--- src/rtl/magcomp_pkg.sv ---
// Shared types and helpers for the pipelined magnitude comparator.
//   cmp_flags_t       - cascaded compare result {eq, gt, lt}
//   CMP_RESET_CASCADE - cascade seed for the most significant slice ("equal so far")
//   signed_msb()      - MSB remap that turns a two's-complement compare into an
//                       unsigned (offset-binary) one
package magcomp_pkg;

    typedef struct packed {
        logic eq;
        logic gt;
        logic lt;
    } cmp_flags_t;

    localparam cmp_flags_t CMP_RESET_CASCADE = '{eq: 1'b1, gt: 1'b0, lt: 1'b0};

    // Inverting the sign bit maps -2^(N-1)..2^(N-1)-1 monotonically onto 0..2^N-1.
    function automatic logic signed_msb(input logic msb, input logic is_signed);
        return msb ^ is_signed;
    endfunction

endpackage

--- src/rtl/magcomp_if.sv ---
// Operand / result stream bundle for magcomp_pipe.
//   in_valid/in_ready   - operand handshake (in_a, in_b, in_signed payload)
//   out_valid/out_ready - result handshake (out_equal, out_a_great, out_b_great payload)
// master: the side that supplies operands and consumes results.
// slave : the comparator itself.
interface magcomp_if #(
    parameter int WIDTH = 16
);
    logic             in_valid;
    logic             in_ready;
    logic [WIDTH-1:0] in_a;
    logic [WIDTH-1:0] in_b;
    logic             in_signed;
    logic             out_valid;
    logic             out_ready;
    logic             out_equal;
    logic             out_a_great;
    logic             out_b_great;

    modport master (
        output in_valid, in_a, in_b, in_signed, out_ready,
        input  in_ready, out_valid, out_equal, out_a_great, out_b_great
    );

    modport slave (
        input  in_valid, in_a, in_b, in_signed, out_ready,
        output in_ready, out_valid, out_equal, out_a_great, out_b_great
    );
endinterface

--- src/rtl/magcomp_slice.sv ---
// Combinational SLICE-bit magnitude compare with cascade in/out.
//   slice_a, slice_b - operand slices for this stage
//   cascade_in       - verdict from the more significant slices
//   cascade_out      - verdict including this slice
// A verdict already decided upstream (gt or lt) passes through untouched; only an
// "equal so far" cascade lets this slice decide.
module magcomp_slice
    import magcomp_pkg::*;
#(
    parameter int SLICE = 4
) (
    input  logic [SLICE-1:0] slice_a,
    input  logic [SLICE-1:0] slice_b,
    input  cmp_flags_t       cascade_in,
    output cmp_flags_t       cascade_out
);

    assign cascade_out.gt = cascade_in.gt | (cascade_in.eq & (slice_a > slice_b));
    assign cascade_out.lt = cascade_in.lt | (cascade_in.eq & (slice_a < slice_b));
    assign cascade_out.eq = cascade_in.eq & (slice_a == slice_b);

endmodule

--- src/rtl/magcomp_pipe.sv ---
// Pipelined WIDTH-bit magnitude comparator, SLICE bits per stage, MSB slice first.
//   clk - rising-edge clock
//   rst - synchronous active-high reset; drops every in-flight transaction
//   bus - magcomp_if slave: operand stream in, {equal, a_great, b_great} stream out
// One register stage per slice, elastic valid/ready chain, one result per cycle at
// full throughput, latency WIDTH/SLICE cycles.
module magcomp_pipe
    import magcomp_pkg::*;
#(
    parameter int WIDTH = 16,
    parameter int SLICE = 4
) (
    input  logic      clk,
    input  logic      rst,
    magcomp_if.slave  bus
);

    localparam int STAGES = WIDTH / SLICE;

    // ready[k]: stage k may load this cycle; ready[STAGES] is the downstream sink.
    logic [STAGES:0]  ready;
    logic [WIDTH-1:0] in0_a;
    logic [WIDTH-1:0] in0_b;

    // Signed mode only touches the operand MSBs, ahead of stage 0; every later
    // stage is a plain unsigned slice compare.
    always_comb begin
        in0_a            = bus.in_a;
        in0_b            = bus.in_b;
        in0_a[WIDTH-1]   = signed_msb(bus.in_a[WIDTH-1], bus.in_signed);
        in0_b[WIDTH-1]   = signed_msb(bus.in_b[WIDTH-1], bus.in_signed);
    end

    assign ready[STAGES] = bus.out_ready;
    assign bus.in_ready  = ready[0];

    genvar gi;
    generate
        for (gi = 0; gi < STAGES; gi++) begin : g_stage
            // Operand bits still to be compared when entering this stage.
            localparam int IN_W = WIDTH - gi * SLICE;

            logic [IN_W-1:0] op_a;
            logic [IN_W-1:0] op_b;
            logic            v_in;
            cmp_flags_t      c_in;
            cmp_flags_t      c_out;
            logic            valid_reg;
            cmp_flags_t      flags_reg;

            if (gi == 0) begin : g_first
                assign op_a = in0_a;
                assign op_b = in0_b;
                assign v_in = bus.in_valid;
                assign c_in = CMP_RESET_CASCADE;
            end else begin : g_next
                assign op_a = g_stage[gi-1].g_rem.rem_a_reg;
                assign op_b = g_stage[gi-1].g_rem.rem_b_reg;
                assign v_in = g_stage[gi-1].valid_reg;
                assign c_in = g_stage[gi-1].flags_reg;
            end

            magcomp_slice #(
                .SLICE (SLICE)
            ) u_slice (
                .slice_a     (op_a[IN_W-1 -: SLICE]),
                .slice_b     (op_b[IN_W-1 -: SLICE]),
                .cascade_in  (c_in),
                .cascade_out (c_out)
            );

            // Load when empty or when the occupant leaves this same cycle.
            assign ready[gi] = !valid_reg | ready[gi+1];

            always_ff @(posedge clk) begin
                if (rst) begin
                    valid_reg <= 1'b0;
                    flags_reg <= '0;
                end else if (ready[gi]) begin
                    valid_reg <= v_in;
                    // Payload only changes with a real transaction, so a held or
                    // idle output stays quiet.
                    if (v_in) begin
                        flags_reg <= c_out;
                    end
                end
            end

            // The lower, not-yet-compared bits travel with the flags; the last
            // stage has nothing left to carry.
            if (IN_W > SLICE) begin : g_rem
                logic [IN_W-SLICE-1:0] rem_a_reg;
                logic [IN_W-SLICE-1:0] rem_b_reg;

                always_ff @(posedge clk) begin
                    if (ready[gi] && v_in) begin
                        rem_a_reg <= op_a[IN_W-SLICE-1:0];
                        rem_b_reg <= op_b[IN_W-SLICE-1:0];
                    end
                end
            end
        end
    endgenerate

    assign bus.out_valid   = g_stage[STAGES-1].valid_reg;
    assign bus.out_equal   = g_stage[STAGES-1].flags_reg.eq;
    assign bus.out_a_great = g_stage[STAGES-1].flags_reg.gt;
    assign bus.out_b_great = g_stage[STAGES-1].flags_reg.lt;

endmodule

--- src/flat_wrapper.sv ---
// flat-port wrapper written by rule: the top's interface ports become plain ports
module magcomp_pipe_flat import magcomp_pkg::*;
#(
    parameter int WIDTH = 16,
    parameter int SLICE = 4
)
  (clk, rst, bus_in_valid, bus_in_a, bus_in_b, bus_in_signed, bus_out_ready, bus_in_ready, bus_out_valid, bus_out_equal, bus_out_a_great, bus_out_b_great);
  magcomp_if #(.WIDTH(WIDTH)) bus_i ();
  input  logic clk;
  input  logic rst;
  input wire logic [$bits(bus_i.in_valid)-1:0] bus_in_valid;
  input wire logic [$bits(bus_i.in_a)-1:0] bus_in_a;
  input wire logic [$bits(bus_i.in_b)-1:0] bus_in_b;
  input wire logic [$bits(bus_i.in_signed)-1:0] bus_in_signed;
  input wire logic [$bits(bus_i.out_ready)-1:0] bus_out_ready;
  output wire logic [$bits(bus_i.in_ready)-1:0] bus_in_ready;
  output wire logic [$bits(bus_i.out_valid)-1:0] bus_out_valid;
  output wire logic [$bits(bus_i.out_equal)-1:0] bus_out_equal;
  output wire logic [$bits(bus_i.out_a_great)-1:0] bus_out_a_great;
  output wire logic [$bits(bus_i.out_b_great)-1:0] bus_out_b_great;
  assign bus_i.in_valid = bus_in_valid;
  assign bus_i.in_a = bus_in_a;
  assign bus_i.in_b = bus_in_b;
  assign bus_i.in_signed = bus_in_signed;
  assign bus_i.out_ready = bus_out_ready;
  assign bus_in_ready = bus_i.in_ready;
  assign bus_out_valid = bus_i.out_valid;
  assign bus_out_equal = bus_i.out_equal;
  assign bus_out_a_great = bus_i.out_a_great;
  assign bus_out_b_great = bus_i.out_b_great;
  magcomp_pipe #(.WIDTH(WIDTH), .SLICE(SLICE)) u_core (.clk(clk), .rst(rst), .bus(bus_i));
endmodule
--- config.mk ---
export PLATFORM = sky130hd
export DESIGN_NAME = magcomp_pipe_flat
export DESIGN_NICKNAME = d
export VERILOG_FILES = /design/src/rtl/magcomp_pkg.sv /design/src/rtl/magcomp_if.sv /design/src/rtl/magcomp_slice.sv /design/src/rtl/magcomp_pipe.sv /design/src/flat_wrapper.sv
export SDC_FILE = /design/constraint.sdc
export NUM_CORES = 1
export LEC_CHECK = 0
export CORE_UTILIZATION = 45
export DETAILED_ROUTE_END_ITERATION = 8
export PLACE_DENSITY = 0.69
export SYNTH_ARGS = -nofsm -noshare
export SYNTH_HDL_FRONTEND = slang
export SYNTH_SLANG_ARGS = --single-unit
--- constraint.sdc ---
create_clock -name clk -period 1.75 [get_ports clk]
set_input_delay 0.2625 -clock clk [delete_from_list [all_inputs] [get_ports clk]]
set_output_delay 0.2625 -clock clk [all_outputs]
set_load 0.03 [all_outputs]
* Yosys cells after proc, flatten, opt, wreduce, memory -nomap -nowiden
Index checks and enable logic that the tools add are counted.
** Operators by class
- Magnitude comparators :: 8
- Equal/unequal tests :: 4
- Bitwise logic cells :: 21
- Reduce and logical (&&, ||, !) cells :: 11
** Operator list (number)
- equality test 4 bit :: 4
- > comparator 4 bit :: 4
- less-than comparator 4 bit :: 4
- bitwise OR 1 bit :: 10
- AND 1 bit :: 9
- AND reduction 2 bit :: 4
- logical NOT 1 bit :: 4
- logical AND 1 bit :: 3
- bitwise XOR 1 bit :: 2
** Storage, ports and cells
- Register bits after elaboration :: 64
- Bits of input ports :: 37
- Output and inout bits :: 5
- Word-level logic and storage cells :: 66

* Depth between registers and ports, before layout
- Word-level depth :: 6
- Mapped depth :: 6
- Gate-level depth less buffers :: 6

* Cells and area by module
A second synthesis with hierarchy kept.
** Unflattened totals
- Cell total of the unflattened synthesis :: 205
- Area total of the unflattened synthesis :: 2733.9 µm²
** By module, submodules not included
- magcomp_pipe :: instances 1, cells an instance 133, area each 2228.4 µm², seq. area each 1761.7 µm²
- magcomp_slice :: instances 4, cells an instance 18, area each 126.4 µm², seq. area each 0.0 µm²

* Worst setup path before layout
OpenSTA, ideal clock, no wires.
- Path type :: register -> register
- Start point :: register u_core.g_stage[3].valid_reg (netlist: u_core.bus.out_valid)
- End point :: register u_core.g_stage[0].flags_reg[1] (netlist bit)
- Library setup time :: 0.134 ns
- Arrival :: 1.521 ns
- Required time :: 1.616 ns
- Setup slack :: 0.095 ns
- Cell stages (with the launch flop) :: 6
- Buffers on the path :: 0
- Clock period less this slack :: 1.655 ns
- Path through :: dfxtp_1 nand3b_2 o21ai_2 inv_1 o211ai_1 a21oi_1
** Between the ends
- Cells in the longest elaborated chain, start to end :: 6
** Ends and longest elaborated chain
- start, declared :: RTL line magcomp_pipe.sv:48 : logic valid_reg;
- start signal, assigned :: RTL line magcomp_pipe.sv:80 : valid_reg <= v_in;
- logical NOT 1 bit :: RTL line magcomp_pipe.sv:73 : assign ready[gi] = !valid_reg | ready[gi+1];
- bitwise OR 1 bit (4 in series) :: RTL line magcomp_pipe.sv:73
- AND reduction 2 bit (no line)
- end signal, assigned :: RTL line magcomp_pipe.sv:84 : flags_reg <= c_out;
- end, declared :: RTL line magcomp_pipe.sv:49 : cmp_flags_t flags_reg;
No other way between the ends.
A chain may end at the register's enable or synchronous reset.

* Worst setup path after layout
- Start point :: register u_core.g_stage[3].flags_reg, in the netlist u_core.bus.out_equal
- End point :: output bus_out_equal
** RTL lines
- start, declared :: RTL line magcomp_pipe.sv:49
- start signal, assigned :: RTL line magcomp_pipe.sv:84
- end, declared :: RTL line flat_wrapper.sv:18 : output wire logic [$bits(bus_i.out_equal)-1:0] bus_out_equal;
No word-level cell between the ends.

==> impl_metrics.yaml <==
cts:
  clockBufferDepth: 2
  cts_sinks: 64
  htreeDepth: 3
  root_buffer: "clkbuf_8"
  numCtsBuffers: 9
  clk_latency_ps: 330
  cts_tree: "built"
  cts_setup_buffers: 0
  clk_pin_slew_ps: 70
place:
  gp_congestion: 0.725
  dpl.hpwl_um: 2630
  place_area_mm2: 0.00305
  io_buffers: 41
hold_path:
  whs_endpoint: "u_core.g_stage[1].g_rem.rem_b_reg[5]$_DFFE_PP_"
  hp-start: "u_core.g_stage[0].g_rem.rem_b_reg[5]$_DFFE_PP_"
  worstHoldPathCells: 0
  worstHoldPathType: "register to register"
yosys:
  synthesis.instances: 181
  synth.yosys.warnings: 0
  synthSimpleGateAreaFrac_pct: 7.92
  ys_top_cells_by_area: "edfxtp_1 57%, dfxtp_1 13%, ha_1 8.0%"
  synth_adder_area_share_pct: 7.97
  synth_top_family_by_area: "compound AO/OA/AOI/OAI gates"
  yosysSeqAreaShare_pct: 70.2
  synth_largest_area_cell: "edfxtp_1"
  synthMuxAreaShare_pct: 0.399
  synth-compound-area-share_pct: 8.67
  netlist.area_leader.share_pct: 57.4
  synth.cell_area_mm2: 0.00251
  synth.distinct_cells: 34
  syn_nets: 234
  avgSynthCellArea_um2: 13.9
  synth_xor_area_share_pct: 0.698
  ys_ff_latch: 64
layout:
  layout-drive-gt1-share_pct: 12.4
  fillerInstances: 421
  final_nets: 290
  final_cell_mix: "48 x edfxtp_1, 39 x clkdlybuf4s50_1, 25 x inv_1"
  seq_area_mm2: 0.00176
  diodes: 0
  multi_input_area_um2: 644
  fin_area_mm2: 0.00323
  syn_to_final_growth_pct: 28.6
  final_common_cell: "edfxtp_1"
sta:
  tightest_slew_ps: 387
  period_share_pct: 90.7
  fin_crit_ps: 1590
  max_freq_ghz: 0.630
  slew_headroom_pct: 74.2
  setup_viol: 0
  fin_skew_ps: 5.62
  rsz0062_at_grt: "false"
  slew_violations: 0
  hold_viol: 0
setup_path:
  slowest_stage: "clkdlybuf4s50_1"
  start_kind: "register"
  arrival_ps: 1330
  critPathMaxStageDelay_ps: 660
  cp.required_ps: 1490
  rr_worst_depth: 5
  cp_num_buf_inv: 1
  critPathCaptureType: "output pin"
  r2r_setup_slack_ps: 190
  crit_chain: "clkdlybuf4s50_1"
  reg2reg_to: "u_core.bus.out_a_great$_SDFFE_PP0P_"
  crit_fanout: 2
  crit_family: "buffers and inverters"
  r2r_start: "u_core.g_stage[2].g_rem.rem_a_reg[1]$_DFFE_PP_"
  critPathKind: "register to output pin"
status:
  status: "completed"
global_route:
  grt_start_max_net_pins: 21
  grt-ovfl-total: 0
  antenna_found_initial: 0
  grt_usage_pct: 13.9
  grt_pass1_vias: 1418
  grt_pass1_wl_um: 5940
route:
  vias_per_cell: 4.73
  wl_per_cell_um: 11.8
  routed_wl_um: 3680
  drtIter0Drc: 45
  ant_nets: 0
  dr.pass1.iters: 4
  num_vias: 1477
  drc_errors: 0
die:
  start_util_pct: 47.9
  core-area_mm2: 0.00524
  io_pins: 42
  rows: 26
  fp.dieH_um: 76.7
  die_w_um: 76.7
  dieArea_mm2: 0.00588
power:
  clockPowerShare_pct: 34.9
  powerDensity_mw_per_mm2: 941
  power_switching_share_pct: 22.4
  p_leak_nw: 1.24
  p_int_mw: 2.36
  comb_power_share_pct: 7.9
  ir_drop_mv: 0.632
  p_switching_uw: 680
  seqPwrFrac_pct: 57.2
  power_mw: 3.04
run:
  maxCapViolCount: 0
## synth_stat cells
cell	count
nor3_1	2
nand2_1	9
inv_1	25
a311oi_1	2
o31ai_1	3
buf_1	1
xor2_1	1
nand4b_1	1
ha_1	16
nand3b_2	1
inv_2	2
nand2b_2	1
edfxtp_1	48
nor2b_1	3
nand2_2	1
nor2_1	8
dfxtp_1	16
a31oi_1	1
o21ai_0	2
o31a_1	2
o21a_1	4
nand4_1	4
and3b_2	1
o211ai_1	2
or2b_1	1
nand3_1	2
mux2i_1	1
nand2b_1	1
o21ai_2	1
a21oi_2	1
or3_1	2
o311a_2	1
a21oi_1	14
xnor2_1	1
## power by group through the flow
stage          Clock (mW)  Sequential [mW]  Combinational (mW)
3_3_place_gp            0             1.77               0.237
4_1_cts              1.10             1.74               0.244
2_1_floorplan           0             1.77               0.112
5_1_grt              1.15             1.74               0.269
3_5_place_dp            0             1.77               0.242
6_report             1.06             1.74               0.241
## area by class of cell
type	instances	area share [%]
well taps	70	2.71
clock inverters	7	1.51
clock buffers	9	3.84
flip-flops and latches	64	54.6
repair buffers	46	14.3
multi-input cells	89	20.0
inverters	27	3.14
## timing repair
item                                    CTS  global route
gates resized for setup                   0             1
hold buffers                              0             0
endpoints found under the setup margin    0             1
## how the worst max path moves through the flow
stage,slack (ps),endpoint,startpoint,cells past startpoint
after floorplan,100,u_core.g_stage[0].flags_reg[1]$_SDFFE_PP0P_,u_core.bus.out_valid$_SDFFE_PP0P_,5
after global routing,30,u_core.g_stage[1].flags_reg[1]$_SDFFE_PP0P_,u_core.g_stage[0].g_rem.rem_a_reg[9]$_DFFE_PP_,5
after detailed placement,-120,u_core.g_stage[0].flags_reg[0]$_SDFFE_PP0P_,bus_in_signed,7
after CTS,20,bus_out_valid,u_core.bus.out_valid$_SDFFE_PP0P_,1
final,160,bus_out_equal,u_core.bus.out_equal$_SDFFE_PP0P_,1
after global placement,-70,u_core.g_stage[0].flags_reg[0]$_SDFFE_PP0P_,bus_in_signed,7
## metal layers
metal | global-route usage [%] | vias to the layer above | part of all wire (%)
met1 | 14.3 | 670 | 43
li1 | - | 767 | -
met4 | 9.81 | 0 | 2.4
met2 | 23.5 | 32 | 51
met5 | 0 | - | 0
met3 | 4.76 | 8 | 3.6
## kinds of logic (layout without fill, tap and decap cells)
logic type,after synthesis,in the layout
buffers and inverters,28,89
AO/OA/AOI/OAI,33,33
multiplexers,1,1
XOR/XNOR,2,2
flip-flops,64,64
AND/OR/NAND/NOR,37,37
adder cells (fa/ha/maj),16,16
## stage by stage
step | util [%] | TNS [ps] | hold WS (ps) | cells | worst slack (ps)
floorplan | - | 0 | 342 | 181 | 95.1
global placement | 58.3 | -73.3 | 401 | 296 | -73.3
detailed placement | 58.3 | -118 | 405 | 296 | -118
CTS | 61.6 | 0 | 420 | 312 | 18.9
global route | 61.6 | 0 | 426 | 312 | 27.7
finish | 61.6 | 0 | 419 | 312 | 162
(Power assumes the default switching activity.)
